`config.mk`:
```
export PLATFORM = sky130hd
export DESIGN_NAME = bird_motion_ctrl_flat
export DESIGN_NICKNAME = d
export VERILOG_FILES = /design/src/rtl/bird_motion_ctrl_if.sv /design/src/rtl/bird_motion_ctrl.sv /design/src/flat_wrapper.sv
export SDC_FILE = /design/constraint.sdc
export NUM_CORES = 1
export LEC_CHECK = 0
export BUFFER_PORTS_ARGS = -buffer_cell sky130_fd_sc_hd__buf_2
export CORE_MARGIN = 5
export CORE_UTILIZATION = 50
export CTS_BUF_LIST = sky130_fd_sc_hd__clkbuf_16
export DETAILED_ROUTE_END_ITERATION = 12
export PLACE_DENSITY = 0.71
export SYNTH_ARGS = -nofsm -noshare
export SYNTH_HDL_FRONTEND = slang
export SYNTH_SLANG_ARGS = --single-unit
```
`constraint.sdc`:
```
create_clock -name clk -period 8.6 [get_ports clk]
set_clock_uncertainty 0.05 [all_clocks]
set_input_delay 0.86 -clock clk [delete_from_list [all_inputs] [get_ports clk]]
set_output_delay 0.86 -clock clk [all_outputs]
set_load 0.05 [all_outputs]
```
`src/rtl/bird_motion_ctrl_if.sv`:
```
// Game-side connection of the bird motion controller: flap and game state in,
// sprite position, animation and collision pulses out.
interface bird_motion_ctrl_if;
  logic        flap;
  logic [3:0]  game_state;
  logic [31:0] birdY;
  logic [1:0]  bird_state;
  logic [1:0]  bird_angle;
  logic        hit_floor;
  logic        hit_ceiling;

  modport master (
    output flap,
    output game_state,
    input  birdY,
    input  bird_state,
    input  bird_angle,
    input  hit_floor,
    input  hit_ceiling
  );

  modport slave (
    input  flap,
    input  game_state,
    output birdY,
    output bird_state,
    output bird_angle,
    output hit_floor,
    output hit_ceiling
  );
endinterface

```
`src/rtl/bird_motion_ctrl.sv`:
```
// Fixed-point vertical physics for the bird sprite: gravity, flap impulse, floor/ceiling
// clamping, freeze on pause, start-screen hover autopilot and wing/tilt animation state.
module bird_motion_ctrl #(
  parameter int unsigned BIRD_SIZE_Y = 24,
  parameter int unsigned SCREEN_H    = 480,
  parameter int unsigned FRAC_BITS   = 8,
  parameter int unsigned TICK_DIV    = 50000,
  parameter int unsigned GRAVITY     = 40,
  parameter int unsigned FLAP_VEL    = 1024,
  parameter int unsigned V_TERM      = 1536,
  parameter int unsigned HOVER_Y     = 250,
  parameter int unsigned ANIM_TICKS  = 64
) (
  input logic               clk,
  input logic               rst_n,
  bird_motion_ctrl_if.slave bus
);

  localparam int unsigned PW  = 16 + FRAC_BITS;
  localparam int unsigned IW  = PW - FRAC_BITS;
  localparam int unsigned TCW = (TICK_DIV > 1) ? $clog2(TICK_DIV) : 1;
  localparam int unsigned ACW = (ANIM_TICKS > 1) ? $clog2(ANIM_TICKS) : 1;

  localparam logic signed [PW-1:0] SMAX       = {1'b0, {(PW-1){1'b1}}};
  localparam logic signed [PW-1:0] SMIN       = {1'b1, {(PW-1){1'b0}}};
  localparam logic signed [PW-1:0] FLOOR_POS  = PW'((SCREEN_H - BIRD_SIZE_Y) << FRAC_BITS);
  localparam logic signed [PW-1:0] CENTER_POS = PW'(((SCREEN_H - BIRD_SIZE_Y) / 2) << FRAC_BITS);
  localparam logic signed [PW-1:0] GRAV_V     = PW'(GRAVITY);
  localparam logic signed [PW-1:0] FLAP_V     = PW'(FLAP_VEL);
  localparam logic signed [PW-1:0] VTERM_V    = PW'(V_TERM);
  localparam logic signed [PW-1:0] VHALF_V    = PW'(V_TERM / 2);

  localparam logic [3:0] GS_START = 4'b0001;
  localparam logic [3:0] GS_GAME  = 4'b0010;

  localparam logic [1:0] FLAP_1    = 2'd0;
  localparam logic [1:0] FLAP_2    = 2'd1;
  localparam logic [1:0] FLAP_3    = 2'd2;
  localparam logic [1:0] ANG_HORZ  = 2'd0;
  localparam logic [1:0] ANG_POS45 = 2'd1;
  localparam logic [1:0] ANG_NEG45 = 2'd2;

  typedef enum logic [1:0] {ST_RUN, ST_FROZEN, ST_GROUNDED} state_t;

  state_t                r_state;
  logic signed [PW-1:0]  r_pos;
  logic signed [PW-1:0]  r_vel;
  logic [TCW-1:0]        r_tick_cnt;
  logic [ACW-1:0]        r_anim_cnt;
  logic                  r_pending;
  logic                  r_flap_prev;
  logic [3:0]            r_gs_prev;
  logic [1:0]            r_bird_state;
  logic [1:0]            r_angle;
  logic                  r_hit_floor;
  logic                  r_hit_ceiling;

  logic                  w_is_start;
  logic                  w_is_game;
  logic                  w_gs_run;
  logic                  w_start_entry;
  logic                  w_flap_edge;
  logic                  w_tick;
  logic                  w_autoflap;
  logic                  w_do_flap;
  logic signed [PW-1:0]  w_vel_grav;
  logic signed [PW-1:0]  w_vel_new;
  logic signed [PW-1:0]  w_pos_sum;

  function automatic logic signed [PW-1:0] sat_add(input logic signed [PW-1:0] a,
                                                   input logic signed [PW-1:0] b);
    logic [PW:0] s;
    s = {a[PW-1], a} + {b[PW-1], b};
    if (s[PW] != s[PW-1]) return s[PW] ? SMIN : SMAX;
    return s[PW-1:0];
  endfunction

  function automatic logic [1:0] angle_of(input logic signed [PW-1:0] v);
    if (v[PW-1]) return ANG_NEG45;
    if (v >= VHALF_V) return ANG_POS45;
    return ANG_HORZ;
  endfunction

  // Game-state decode and the candidate physics step for the current tick
  always_comb begin
    w_is_start    = (bus.game_state == GS_START);
    w_is_game     = (bus.game_state == GS_GAME);
    w_gs_run      = w_is_start || w_is_game;
    w_start_entry = w_is_start && (r_gs_prev != GS_START);
    w_flap_edge   = bus.flap && !r_flap_prev;
    w_tick        = (r_tick_cnt == TCW'(TICK_DIV - 1));
    w_autoflap    = w_is_start && (r_pos[PW-1:FRAC_BITS] > IW'(HOVER_Y)) && !r_vel[PW-1];
    w_do_flap     = r_pending || w_flap_edge || w_autoflap;
    w_vel_grav    = sat_add(r_vel, GRAV_V);
    if (w_vel_grav > VTERM_V) w_vel_grav = VTERM_V;
    w_vel_new     = w_do_flap ? -FLAP_V : w_vel_grav;
    w_pos_sum     = sat_add(r_pos, w_vel_new);
  end

  // Motion state machine; non-running states simply leave the physics registers untouched
  always_ff @(posedge clk or negedge rst_n) begin
    if (!rst_n) begin
      r_state       <= ST_RUN;
      r_pos         <= CENTER_POS;
      r_vel         <= '0;
      r_tick_cnt    <= '0;
      r_anim_cnt    <= '0;
      r_pending     <= 1'b0;
      r_flap_prev   <= 1'b0;
      r_gs_prev     <= GS_START;
      r_bird_state  <= FLAP_1;
      r_angle       <= ANG_HORZ;
      r_hit_floor   <= 1'b0;
      r_hit_ceiling <= 1'b0;
    end else begin
      r_flap_prev   <= bus.flap;
      r_gs_prev     <= bus.game_state;
      r_hit_floor   <= 1'b0;
      r_hit_ceiling <= 1'b0;
      if (w_start_entry) begin
        r_state      <= ST_RUN;
        r_pos        <= CENTER_POS;
        r_vel        <= '0;
        r_pending    <= 1'b0;
        r_tick_cnt   <= '0;
        r_anim_cnt   <= '0;
        r_bird_state <= FLAP_1;
        r_angle      <= ANG_HORZ;
      end else if (r_state == ST_GROUNDED) begin
        r_state <= ST_GROUNDED;
      end else if (!w_gs_run) begin
        r_state <= ST_FROZEN;
      end else begin
        r_state <= ST_RUN;
        if (w_tick) begin
          r_tick_cnt <= '0;
          r_pending  <= 1'b0;
          if (w_pos_sum[PW-1]) begin
            r_pos         <= '0;
            r_vel         <= '0;
            r_angle       <= ANG_HORZ;
            r_bird_state  <= FLAP_1;
            r_anim_cnt    <= '0;
            r_hit_ceiling <= 1'b1;
          end else if (w_pos_sum >= FLOOR_POS) begin
            r_pos        <= FLOOR_POS;
            r_vel        <= '0;
            r_angle      <= ANG_HORZ;
            r_bird_state <= FLAP_1;
            r_anim_cnt   <= '0;
            if (w_is_game) begin
              r_hit_floor <= 1'b1;
              r_state     <= ST_GROUNDED;
            end
          end else begin
            r_pos   <= w_pos_sum;
            r_vel   <= w_vel_new;
            r_angle <= angle_of(w_vel_new);
            if (!w_vel_new[PW-1]) begin
              r_bird_state <= FLAP_1;
              r_anim_cnt   <= '0;
            end else if (w_do_flap) begin
              r_bird_state <= FLAP_2;
              r_anim_cnt   <= '0;
            end else if (r_anim_cnt == ACW'(ANIM_TICKS - 1)) begin
              r_bird_state <= (r_bird_state == FLAP_2) ? FLAP_3 : FLAP_2;
              r_anim_cnt   <= '0;
            end else begin
              r_anim_cnt <= r_anim_cnt + ACW'(1);
            end
          end
        end else begin
          r_tick_cnt <= r_tick_cnt + TCW'(1);
          if (w_flap_edge) r_pending <= 1'b1;
        end
      end
    end
  end

  assign bus.birdY       = 32'(r_pos[PW-1:FRAC_BITS]);
  assign bus.bird_state  = r_bird_state;
  assign bus.bird_angle  = r_angle;
  assign bus.hit_floor   = r_hit_floor;
  assign bus.hit_ceiling = r_hit_ceiling;

endmodule

```
`src/flat_wrapper.sv`:
```
// flat-port wrapper written by rule: the top's interface ports become plain ports
module bird_motion_ctrl_flat 
#(
  parameter int unsigned BIRD_SIZE_Y = 24,
  parameter int unsigned SCREEN_H    = 480,
  parameter int unsigned FRAC_BITS   = 8,
  parameter int unsigned TICK_DIV    = 50000,
  parameter int unsigned GRAVITY     = 40,
  parameter int unsigned FLAP_VEL    = 1024,
  parameter int unsigned V_TERM      = 1536,
  parameter int unsigned HOVER_Y     = 250,
  parameter int unsigned ANIM_TICKS  = 64
)
  (clk, rst_n, bus_flap, bus_game_state, bus_birdY, bus_bird_state, bus_bird_angle, bus_hit_floor, bus_hit_ceiling);
  bird_motion_ctrl_if bus_i ();
  input logic clk;
  input logic rst_n;
  input wire logic [$bits(bus_i.flap)-1:0] bus_flap;
  input wire logic [$bits(bus_i.game_state)-1:0] bus_game_state;
  output wire logic [$bits(bus_i.birdY)-1:0] bus_birdY;
  output wire logic [$bits(bus_i.bird_state)-1:0] bus_bird_state;
  output wire logic [$bits(bus_i.bird_angle)-1:0] bus_bird_angle;
  output wire logic [$bits(bus_i.hit_floor)-1:0] bus_hit_floor;
  output wire logic [$bits(bus_i.hit_ceiling)-1:0] bus_hit_ceiling;
  assign bus_i.flap = bus_flap;
  assign bus_i.game_state = bus_game_state;
  assign bus_birdY = bus_i.birdY;
  assign bus_bird_state = bus_i.bird_state;
  assign bus_bird_angle = bus_i.bird_angle;
  assign bus_hit_floor = bus_i.hit_floor;
  assign bus_hit_ceiling = bus_i.hit_ceiling;
  bird_motion_ctrl #(.BIRD_SIZE_Y(BIRD_SIZE_Y), .SCREEN_H(SCREEN_H), .FRAC_BITS(FRAC_BITS), .TICK_DIV(TICK_DIV), .GRAVITY(GRAVITY), .FLAP_VEL(FLAP_VEL), .V_TERM(V_TERM), .HOVER_Y(HOVER_Y), .ANIM_TICKS(ANIM_TICKS)) u_core (.clk(clk), .rst_n(rst_n), .bus(bus_i));
endmodule
```
==> summary by stage <==
Min path
The tightest min-delay check is of the reg2reg type.

Die
After floorplanning, the core was divided into 42 placement rows. 45 I/O pins were placed. The initial utilization of the core area, before any placement, comes to 0.507. The overall die area is 15700 sq um.

In this run the standard cell core region covers 13100 sq um. The width of the chip is 125 um. The floorplan step set the die height to 125 um.

Critical path
The master of the slowest instance on the critical path is or4_4. The arrival time of the worst setup path is 8300 ps. At the worst endpoint, the required time is 8740 ps. The type of origin of the critical path is a flop. The largest single stage delay on the critical path is 550 ps. The worst setup path is captured at a flop. By startpoint and endpoint, the worst setup path is classified as reg2reg.

The slack of the worst reg-to-reg path is 440 ps. The largest fanout of any net on the critical path is 21.

Clock tree
The maximum buffer depth of the clock tree is 2. Clock-pin slew was measured on the worst setup and hold paths at 70 ps. TritonCTS built the clock tree. The post-cts hold buffer count is 0. The worst-skew pair later-pin latency is 350 ps. The root buffer cell is clkbuf_16. The number of clock buffers inserted by TritonCTS is 9. Counting every sink on the clock net gives 82. The maximum level of the CTS H-tree is 3.

Global route
The first-pass GRT wire length is 31800 um. Summed over all layers, the global routing overflow is 0. The number of antenna violations at the first check in global routing is 0.

The via count of the first global-routing pass is 5979. In the global route stage, overall resource usage came out at 0.247. The largest net degree at the start of global routing is 83.

STA
Setup repair after global routing left no endpoint under its margin. The peak clock frequency supported by timing is 123 MHz. For the finished layout, the period the worst path requires is 8160 ps. Setup violations remaining at the end of the flow were counted as 0. The transition at the pin with the smallest max-transition slack is 1050 ps. The max-slew violation count is 0. Of the available clock period, the critical path in the final layout requires 0.949. The number of hold violations in the final report is 0.

The tightest slew margin relative to the limit is 0.302.

Drt
The violation count after the first detailed-route iteration is 756. The final routed DRC violation total is 0. The via-per-instance ratio is 6.45. In this run the remaining antenna-violating nets after routing total 0.

Detailed routing inserted a total of 6480 vias. Dividing the detail-routed wire length by the instance count gives 20.1 um. The number of optimization iterations in the first detailed-route pass is 5. Summed over all layers, the routed wires come to 20200 um.

Placement
Routability-driven placement finished with a final weighted congestion of 0.999. Buffers placed on the I/O ports in this run total 27. The post-placement cell area is 6850 sq um.

The sum of net half-perimeters after detailed placement is 14800 um.

Logic synthesis
The synthesized instance count is 812. The flip-flop cell with the highest count after synthesis is dfrtp_1. The fraction of synthesis flops using an asynchronous set or reset pin is 1.00. In the synthesized netlist, the cells that appear most often are nand2_1 (96), dfrtp_1 (77), nor2_1 (69). The share of the synthesized area in the top cell type is 0.290. Yosys instantiated no cell more often than nand2_1. By area the synthesized netlist is led by dfrtp_1 (29%), nand2_1 (5.4%), ha_1 (5.1%). The number of unique standard cell types used by synthesis is 81. The sequential element share of the synthesized area is 0.309. The synthesized design contains 82 register bits. The count of warnings emitted by yosys is 0. The library cell with the largest summed area after synthesis is dfrtp_1.

Yosys mapped a number of flops with a built-in enable equal to 0. Averaged over all synthesized cells, the footprint is 8.20 sq um. The cell area that synthesis handed to floorplanning was 6660 sq um.

Final layout
The fraction of final layout cells sized beyond drive strength 1 is 0.159. Measured on the finished design, the core utilization comes to 0.559. The diode insertion count for antenna repair is 0. After filler insertion, the fill cell instance count of the layout stands at 1166. In the final design database the tool counted 858 nets.

The area added between synthesis and finish is 10.3%. The finished layout cell area is 7340 sq um.

Run
Across the run, the number of max-cap violations was 0.

Power
The maximum vdd drop is 266 uV. The leakage power of the design is 3.21 nW. The power per cell area is 452 nW/um^2.

Status
The run finished with clean final reports.
[critical path, delay by kind of cell (launching register included)]
kind                       cells  cell delay, ps
DFF                            1             450
xor gates and xnor gates       1             160
buffers and inverters          5             750
AOI/OAI and AO/OA             11            2660
adders and majority gates      4            1530
muxes                          1             290
and+or+nand+nor               10            2100
[final timing paths]
kind                                               from                                end  depth (start not counted)
min in group asynchronous                         rst_n  u_core.r_tick_cnt[15]$_DFFE_PN0P_                          1
setup / recovery           u_core.r_vel[17]$_DFFE_PN0P_        u_core.r_state[1]$_DFF_PN0_                         32
setup reg to reg           u_core.r_vel[17]$_DFFE_PN0P_        u_core.r_state[1]$_DFF_PN0_                         32
hold / removal              u_core.r_pos[7]$_DFFE_PN0P_        u_core.r_pos[7]$_DFFE_PN0P_                          2
max in group asynchronous                         rst_n       u_core.r_vel[18]$_DFFE_PN0P_                          1
hold reg to reg             u_core.r_pos[7]$_DFFE_PN0P_        u_core.r_pos[7]$_DFFE_PN0P_                          2
[what timing repair did]
action	CTS	global route
pin swaps	1	5
gates resized for setup	2	32
setup buffers	2	1
setup endpoints to repair	46	52
cloned	0	1
[flip-flops by register name, indices dropped and copies added, names as in the netlist, 2 cells and up]
signal / flops
u_core.r_anim_cnt: 6
u_core.r_tick_cnt: 16
u_core.r_pos: 23
u_core.r_state: 2
u_core.r_gs_prev: 4
u_core.r_vel: 23
u_core.bus.bird_angle: 2
u_core.bus.bird_state: 2
[logic make-up (layout without fill, tap and decap cells)]
group | Yosys count | after routing | share of synthesized area
AND/OR/NAND/NOR | 320 | 321 | 0.239
AO/OA/AOI/OAI | 240 | 240 | 0.259
buffers and inverters | 98 | 97 | 0.0791
flip-flops | 82 | 82 | 0.309
XOR/XNOR | 33 | 33 | 0.0434
adder cells (fa/ha/maj) | 32 | 32 | 0.0600
multiplexers | 6 | 6 | 0.00940
other | 1 | 17 | 0.000563
[layer usage]
metal  routed length, um  global-route usage  vias to the layer above
li1                    -                   -                     2978
met1                8720               0.345                     3123
met2                9210               0.388                      332
met3                1690              0.0499                       47
met4                 537              0.0784                        0
met5                   0                   0                        -
[report_power, final]
group          internal, mW  leakage [nW]  total, mW  switching [mW]
sequential            0.464          1.09      0.580           0.116
clock                 0.260         0.164      0.436           0.176
combinational         0.824          1.95       2.30            1.48
[stage by stage]
step | setup WS, ps | power (mW) | hold WS (ps) | cells | setup TNS, ps
after floorplan | 598 | 2.09 | 405 | 828 | 0
after global placement | -143 | 2.67 | 423 | 984 | -1200
after detailed placement | -284 | 2.67 | 428 | 984 | -5010
after CTS | 27.7 | 3.15 | 446 | 1002 | 0
after global routing | 15.8 | 3.51 | 464 | 1004 | 0
final | 441 | 3.32 | 441 | 1004 | 0
[layout make-up]
cell class              instances  area (sq um)  area share
clock buffers                   9           225      0.0307
clock inverters                 7           108      0.0147
inverters                      24          90.1      0.0123
multi-input cells             649          4260       0.580
flip-flops and latches         82          2070       0.282
well taps                     176           220      0.0300
repair buffers                 57           370      0.0505
[placed cells by master, fill, tap and decap left out, types with 5 or more instances in the layout]
| cell type | n |
|---|---|
| xnor2_1 | 18 |
| nand4_1 | 15 |
| a32o_1 | 17 |
| o21ai_1 | 15 |
| o211ai_1 | 6 |
| dfrtp_1 | 69 |
| a31oi_1 | 9 |
| and3_1 | 12 |
| a21o_1 | 15 |
| inv_1 | 23 |
| nor2_1 | 68 |
| conb_1 | 17 |
| o31ai_1 | 10 |
| xor2_1 | 14 |
| clkbuf_16 | 9 |
| nor2b_1 | 12 |
| dfstp_2 | 5 |
| o31ai_2 | 5 |
| a21oi_1 | 44 |
| and2_1 | 13 |
| nor4b_1 | 7 |
| buf_2 | 26 |
| nand2b_1 | 11 |
| nand3_1 | 28 |
| o21ai_0 | 46 |
| a31o_2 | 5 |
| dfrtp_2 | 8 |
| nor3_1 | 12 |
| or3_1 | 12 |
| nor4_1 | 11 |
| ha_1 | 23 |
| buf_4 | 29 |
| a211oi_1 | 9 |
| nand2_1 | 95 |
Power figures use the tool's default switching activity.
